File: config.mk
export PLATFORM = sky130hd
export DESIGN_NAME = letc_core_mul_pipe
export DESIGN_NICKNAME = d
export VERILOG_FILES = /design/src/rtl/letc_core_mul_pipe.sv
export SDC_FILE = /design/constraint.sdc
export NUM_CORES = 2
export LEC_CHECK = 0
export BUFFER_PORTS_ARGS = -buffer_cell sky130_fd_sc_hd__buf_2
export CORE_MARGIN = 2
export CORE_UTILIZATION = 60
export CTS_CLUSTER_DIAMETER = 30
export DETAILED_ROUTE_END_ITERATION = 7
export GPL_TIMING_DRIVEN = 0
export PLACE_DENSITY = 0.89
export SYNTH_ARGS = -nofsm -noshare
export SYNTH_HDL_FRONTEND = slang
export SYNTH_SLANG_ARGS = --single-unit
File: constraint.sdc
create_clock -name i_clk -period 21 [get_ports i_clk]
set_input_delay 0 -clock i_clk [delete_from_list [all_inputs] [get_ports i_clk]]
set_output_delay 0 -clock i_clk [all_outputs]
set_load 0.05 [all_outputs]
File: src/rtl/letc_core_mul_pipe.sv
// letc_core_mul_pipe: fully pipelined RISC-V M-extension multiplier
// (MUL, MULH, MULHSU, MULHU) for the LETC Core execute stage.
//
// Structure: one input flop stage, then STAGES pipeline stages. Stage 1 holds
// the product. Stages 2..STAGES are plain registers left as retiming slack
// for DSP inference. Latency is 1 + STAGES cycles, and throughput is one op
// per cycle.
//
// Optional feature: define LETC_CORE_MUL_PIPE_FLUSH_EN to add an i_flush
// input. A flush drops every in-flight op, including the op accepted on the
// same edge.
//
// Data and tag registers load only when a valid op moves into them. This
// means o_product, o_result and o_tag keep showing the last delivered op
// during bubbles, and stay zero from reset until the first result.

module letc_core_mul_pipe #(
    parameter int unsigned WIDTH     = 32,
    parameter int unsigned STAGES    = 4,
    parameter int unsigned TAG_WIDTH = 5
) (
    input  logic                   i_clk,
    input  logic                   i_rst,
`ifdef LETC_CORE_MUL_PIPE_FLUSH_EN
    input  logic                   i_flush,
`endif
    input  logic                   i_valid,
    input  logic [1:0]             i_op,
    input  logic [WIDTH-1:0]       i_rs1,
    input  logic [WIDTH-1:0]       i_rs2,
    input  logic [TAG_WIDTH-1:0]   i_tag,
    output logic                   o_valid,
    output logic [WIDTH-1:0]       o_result,
    output logic [2*WIDTH-1:0]     o_product,
    output logic [TAG_WIDTH-1:0]   o_tag,
    output logic                   o_busy
);

    typedef enum logic [1:0] {
        OpMul    = 2'b00,
        OpMulh   = 2'b01,
        OpMulhsu = 2'b10,
        OpMulhu  = 2'b11
    } op_e;

    // Flush request. It is tied low when the feature is compiled out.
    logic flush;
`ifdef LETC_CORE_MUL_PIPE_FLUSH_EN
    assign flush = i_flush;
`else
    assign flush = 1'b0;
`endif

    // ------------------------------------------------------------------
    // Input flop stage
    // ------------------------------------------------------------------
    logic                 in_valid_q;
    op_e                  in_op_q;
    logic [WIDTH-1:0]     in_rs1_q;
    logic [WIDTH-1:0]     in_rs2_q;
    logic [TAG_WIDTH-1:0] in_tag_q;

    logic                 in_load;
    assign in_load = i_valid & ~flush;

    // Capture the incoming op. Operand and tag registers load only for a
    // real op.
    always_ff @(posedge i_clk or posedge i_rst) begin
        if (i_rst) begin
            in_valid_q <= 1'b0;
            in_op_q    <= OpMul;
            in_rs1_q   <= '0;
            in_rs2_q   <= '0;
            in_tag_q   <= '0;
        end else begin
            in_valid_q <= in_load;
            if (in_load) begin
                in_op_q  <= op_e'(i_op);
                in_rs1_q <= i_rs1;
                in_rs2_q <= i_rs2;
                in_tag_q <= i_tag;
            end
        end
    end

    // ------------------------------------------------------------------
    // Stage 1 arithmetic
    // ------------------------------------------------------------------
    // The product of the (WIDTH+1)-bit signed operands is only needed modulo
    // 2^(2*WIDTH). Extending each operand straight to 2*WIDTH bits with the
    // same sign rule gives identical low bits. An unsigned 2*WIDTH multiply
    // then yields exactly those bits, with no unused upper bits.
    logic                 rs1_signed;
    logic                 rs2_signed;
    logic [2*WIDTH-1:0]   rs1_ext;
    logic [2*WIDTH-1:0]   rs2_ext;
    logic [2*WIDTH-1:0]   prod_d;

    // Select operand signedness from the op and form the extended product.
    always_comb begin
        rs1_signed = (in_op_q == OpMulh) || (in_op_q == OpMulhsu);
        rs2_signed = (in_op_q == OpMulh);
        rs1_ext    = {{WIDTH{rs1_signed & in_rs1_q[WIDTH-1]}}, in_rs1_q};
        rs2_ext    = {{WIDTH{rs2_signed & in_rs2_q[WIDTH-1]}}, in_rs2_q};
        prod_d     = rs1_ext * rs2_ext;
    end

    // ------------------------------------------------------------------
    // Pipeline stages 1..STAGES (index 0..STAGES-1)
    // ------------------------------------------------------------------
    logic [STAGES-1:0]    valid_q;
    op_e                  op_q   [STAGES];
    logic [TAG_WIDTH-1:0] tag_q  [STAGES];
    logic [2*WIDTH-1:0]   prod_q [STAGES];

    // Advance valid, op, tag and product in lockstep. A flush clears every
    // valid bit and freezes the data registers.
    always_ff @(posedge i_clk or posedge i_rst) begin
        if (i_rst) begin
            valid_q <= '0;
            for (int i = 0; i < STAGES; i++) begin
                op_q[i]   <= OpMul;
                tag_q[i]  <= '0;
                prod_q[i] <= '0;
            end
        end else begin
            valid_q[0] <= in_valid_q & ~flush;
            if (in_valid_q & ~flush) begin
                op_q[0]   <= in_op_q;
                tag_q[0]  <= in_tag_q;
                prod_q[0] <= prod_d;
            end
            for (int i = 1; i < STAGES; i++) begin
                valid_q[i] <= valid_q[i-1] & ~flush;
                if (valid_q[i-1] & ~flush) begin
                    op_q[i]   <= op_q[i-1];
                    tag_q[i]  <= tag_q[i-1];
                    prod_q[i] <= prod_q[i-1];
                end
            end
        end
    end

    // ------------------------------------------------------------------
    // Outputs
    // ------------------------------------------------------------------
    // Drive outputs from the last stage and pick the architectural half.
    always_comb begin
        o_valid   = valid_q[STAGES-1];
        o_product = prod_q[STAGES-1];
        o_tag     = tag_q[STAGES-1];
        o_result  = (op_q[STAGES-1] == OpMul) ? prod_q[STAGES-1][WIDTH-1:0]
                                              : prod_q[STAGES-1][2*WIDTH-1:WIDTH];
        o_busy    = in_valid_q | (|valid_q);
    end

`ifdef SIMULATION
    // o_valid must never be unknown once reset has been released.
    always @(posedge i_clk) begin
        if (!i_rst) begin
            assert (!$isunknown(o_valid)) else $error("o_valid is X after reset release");
        end
    end
`endif

endmodule

==> metrics.md <==
| Metric | Value |
|---|---|
| Cells after Synth | roughly 5200 |
| Sequential area share after synthesis | 17.3% |
| Slowest stage cell on the critical path | clkbuf_1 |
| Register-to-Register Path Depth | 27 |
| Pre-antenna DRT Iters | 6 |
| Num CTS Buffers | 50 |
| Setup violations, final | 0 |
| Mapped Area | about 52000 um2 |
| Buf/Inv on CP | 7 |
| Critical Path AT | ~12 ns |
| GRT overflow | 0 |
| Total Routing Usage GR | 43.7% |
| Vias per cell | ~6 |
| Area of the core | roughly 86000 um2 |
| Synth Flop Type | dfrtp_1 |
| Number of global-route vias before repair | ~44000 |
| Post-cts sizing count | 0 |
| Post-CTS Setup Bufs | 0 |
| WHS | around 0.10 ns |
| Post-Place Cells | around 6500 |
| CTS tree | done |
| Initial Utilization | roughly three fifths |
| Area contributors post-synth | fa_1, dfrtp_1, inv_1 |
| Reg area | between 9000 and 10000 um2 |
| Worst r2r src | in_rs2_q[15] |
| Row count | 108 |
| Nets | a little under 7000 |
| Fmax | 90.3 MHz |
| Synth cell types | between 50 and 60 |
| CP Capture Type | flip-flop |
| Max Buffers Root-to-Sink | 3 |
| P&R area growth vs syn | 9.45% |
| Register-to-register setup slack | between 9 and 10 ns |
| Fin. Hold Viols | 0 |
| Synth top area share | between 40% and 50% |
| Root Buffer Master | clkbuf_16 |
| Post-DP HPWL | roughly 140 mm |
| Crit path kind | reg2reg |
| Die W | ~300 um |
| EDFF count, synth | 0 |
| CP most frequent cell | fa_1 |
| Initial antenna violation count | 23 |
| FFs w/ async S/R, synth | 100% |
| Placer Congestion | 1.09 |
| Fin crit share | between 50% and 60% |
| Final std cells w/o fill | between 6000 and 7000 |
| Die height | 299 um |
| Share of layout cells above drive strength 1 | between 10% and 20% |
| Minimum clock period | around 11 ns |
| #FFs+latches synth | 360 |
| DRT antenna net count | 0 |
| CP Max Fanout | 10 |
| Actual slew at the worst max-slew pin | between 1 and 1.5 ns |
| Filler cell count | 6488 |
| Htree depth | 2 |
| Multi-input gate area | 37100 um2 |
| Die area | just under 90000 um2 |
| Largest net degree at the start of global routing | approximately 130 |
| Post-Syn Area per Cell | 10.1 um2 |
| Drt wl/cell | 28.4 um |
| Run status | finished clean |
| DRT iter0 DRCs | around 4200 |
| Max incr delay on CP | roughly 1 ns |
| CP Launch Type | flip-flop |
| I/O pin count | about 180 |
| Unrepaired setup endpoints after global routing | no |
| Setup Skew | around 0.036 ns |
| Relative slew margins | a little over a tenth |
| FF-to-FF End | prod_q[250] |
| Cell accounting for the most synthesized area | fa_1 |
| Worst-path clk slew | ~0.070 ns |
| Worst-Skew Late Latency | 0.63 ns |
| Pins over their slew limit | 0 |
| Via count | 39700 |
| Worst path required time | 21.53 ns |
| Post-route setup TNS | 0 ns |
| Syn_nets | ~6600 |
| MaxCap Viol Count | 0 |
| First-pass GRT wire length | 280 mm |
| Post-route DRC | 0 |
| Min-delay worst type | in2async |
| Routed WL | approximately 190 mm |
| Delay-heaviest family, CP | adder cells |
| Clk sinks | 360 |
| Buffers on Ports | between 150 and 200 |
| Yosys Warn Count | 0 |
## logic make-up (layout without fill, tap and decap cells)
logic type	after synthesis	in the layout	synth area share [%]
multiplexers	375	375	8.09
buffers and inverters	1548	1890	11.6
flip-flops	360	360	17.3
XOR/XNOR	76	76	1.28
AND/OR/NAND/NOR	1238	1238	10.6
adder cells (fa/ha/maj)	1338	1338	48.3
AO/OA/AOI/OAI	222	222	2.82
other	0	19	0
## final cells by class
| cell class | instances | area share (%) |
|---|---|---|
| buffer | 363 | 2.85 |
| sequential | 360 | 15.8 |
| clock buffer | 59 | 2.36 |
| timing repair buffer | 251 | 2.92 |
| tap | 1155 | 2.53 |
| antenna | 19 | 0.0833 |
| clock inverter | 32 | 0.723 |
| multi-input combinational | 3249 | 65.0 |
| inverter | 1185 | 7.81 |
## routing by layer
layer	global-route usage, %	vias to the layer above	wire length, um
li1	-	15700	-
met3	14.6	809	23900
met1	53.4	20400	64800
met4	27.8	16	15200
met2	67.3	2819	85300
met5	0	-	127
## worst max-delay path by stage
stage | start | to | slack, ns | cells after the start
5_1_grt | in_rs2_q[21] | prod_q[250] | 9.92 | 27
3_5_place_dp | in_rs2_q[15] | prod_q[250] | 10.56 | 27
4_1_cts | in_rs2_q[15] | prod_q[250] | 10.35 | 27
3_3_place_gp | i_rst | in_rs2_q[14] | 7.63 | 2
2_1_floorplan | i_rst | in_op_q[0] | 11.01 | 1
6_report | in_rs2_q[15] | prod_q[250] | 9.93 | 27
## placed cells by master, fill, tap and decap left out, types with 4 or more instances in the layout
cell type / netlist / layout
inv_1: 1184 / 1183
fa_1: 1125 / 1124
nand2_1: 825 / 825
mux2_2: 374 / 374
dfrtp_1: 360 / 360
clkbuf_1: 293 / 294
and2_1: 281 / 281
ha_1: 213 / 213
buf_2: 0 / 176
a21oi_1: 73 / 73
dlygate4sd3_1: 0 / 73
buf_4: 69 / 69
nor2_1: 62 / 62
xnor2_1: 56 / 56
clkbuf_16: 0 / 50
o21ai_0: 39 / 39
a21o_1: 34 / 34
xor2_1: 20 / 20
diode_2: 0 / 19
nand4_1: 17 / 17
nand3_1: 12 / 12
o21bai_1: 12 / 12
inv_6: 0 / 12
or2_2: 10 / 10
o21a_1: 8 / 8
o31ai_1: 7 / 7
a211oi_1: 6 / 6
clkbuf_8: 0 / 6
and3_1: 5 / 5
nor3_1: 5 / 5
nor2b_1: 5 / 5
bufinv_16: 0 / 5
clkinvlp_4: 0 / 5
or3_1: 4 / 4
a31oi_1: 4 / 4
nor4_1: 4 / 4
inv_8: 0 / 4
## metrics by stage
stage               area (um2)  utilization [%]  setup slack (ns)
floorplan                52200                -             11.01
global placement         54500             63.0              7.63
detailed placement       54500             63.1             10.56
CTS                      57000             65.9             10.35
global route             57000             66.0              9.92
finish                   57100             66.0              9.93
## cells in the mapped netlist (4+ instances only)
| library cell | n |
|---|---|
| nor2_1 | 62 |
| nor4_1 | 4 |
| nor3_1 | 5 |
| or3_1 | 4 |
| a21o_1 | 34 |
| inv_1 | 1184 |
| xnor2_1 | 56 |
| and3_1 | 5 |
| nor2b_1 | 5 |
| or2_2 | 10 |
| o21ai_0 | 39 |
| nand4_1 | 17 |
| buf_4 | 69 |
| ha_1 | 213 |
| fa_1 | 1125 |
| xor2_1 | 20 |
| o21a_1 | 8 |
| a21oi_1 | 73 |
| o31ai_1 | 7 |
| a211oi_1 | 6 |
| nand3_1 | 12 |
| a31oi_1 | 4 |
| o21bai_1 | 12 |
| and2_1 | 281 |
| nand2_1 | 825 |
| dfrtp_1 | 360 |
| mux2_2 | 374 |
| clkbuf_1 | 293 |
## timing repair
item                       4_1_cts  5_1_grt
hold endpoints to repair       192        0
hold buffers                    73        0
setup endpoints to repair        0        0
## tightest hold or removal path: cells and delay by family
family   cells  cell delay, ns
buf+inv      3            1.25
## sequential cells by signal, summed over array words and instances, names as in the netlist
register,count
tag_q,15
in_tag_q,5
in_rs1_q,32
o_tag,5
in_rs2_q,32
in_op_q,2
op_q,8
valid_q,4
prod_q,192
o_product,64
in_valid_q,1
Power is not shown: default switching activity piles up to over one toggle a cycle in this logic, so the estimate is an artifact.
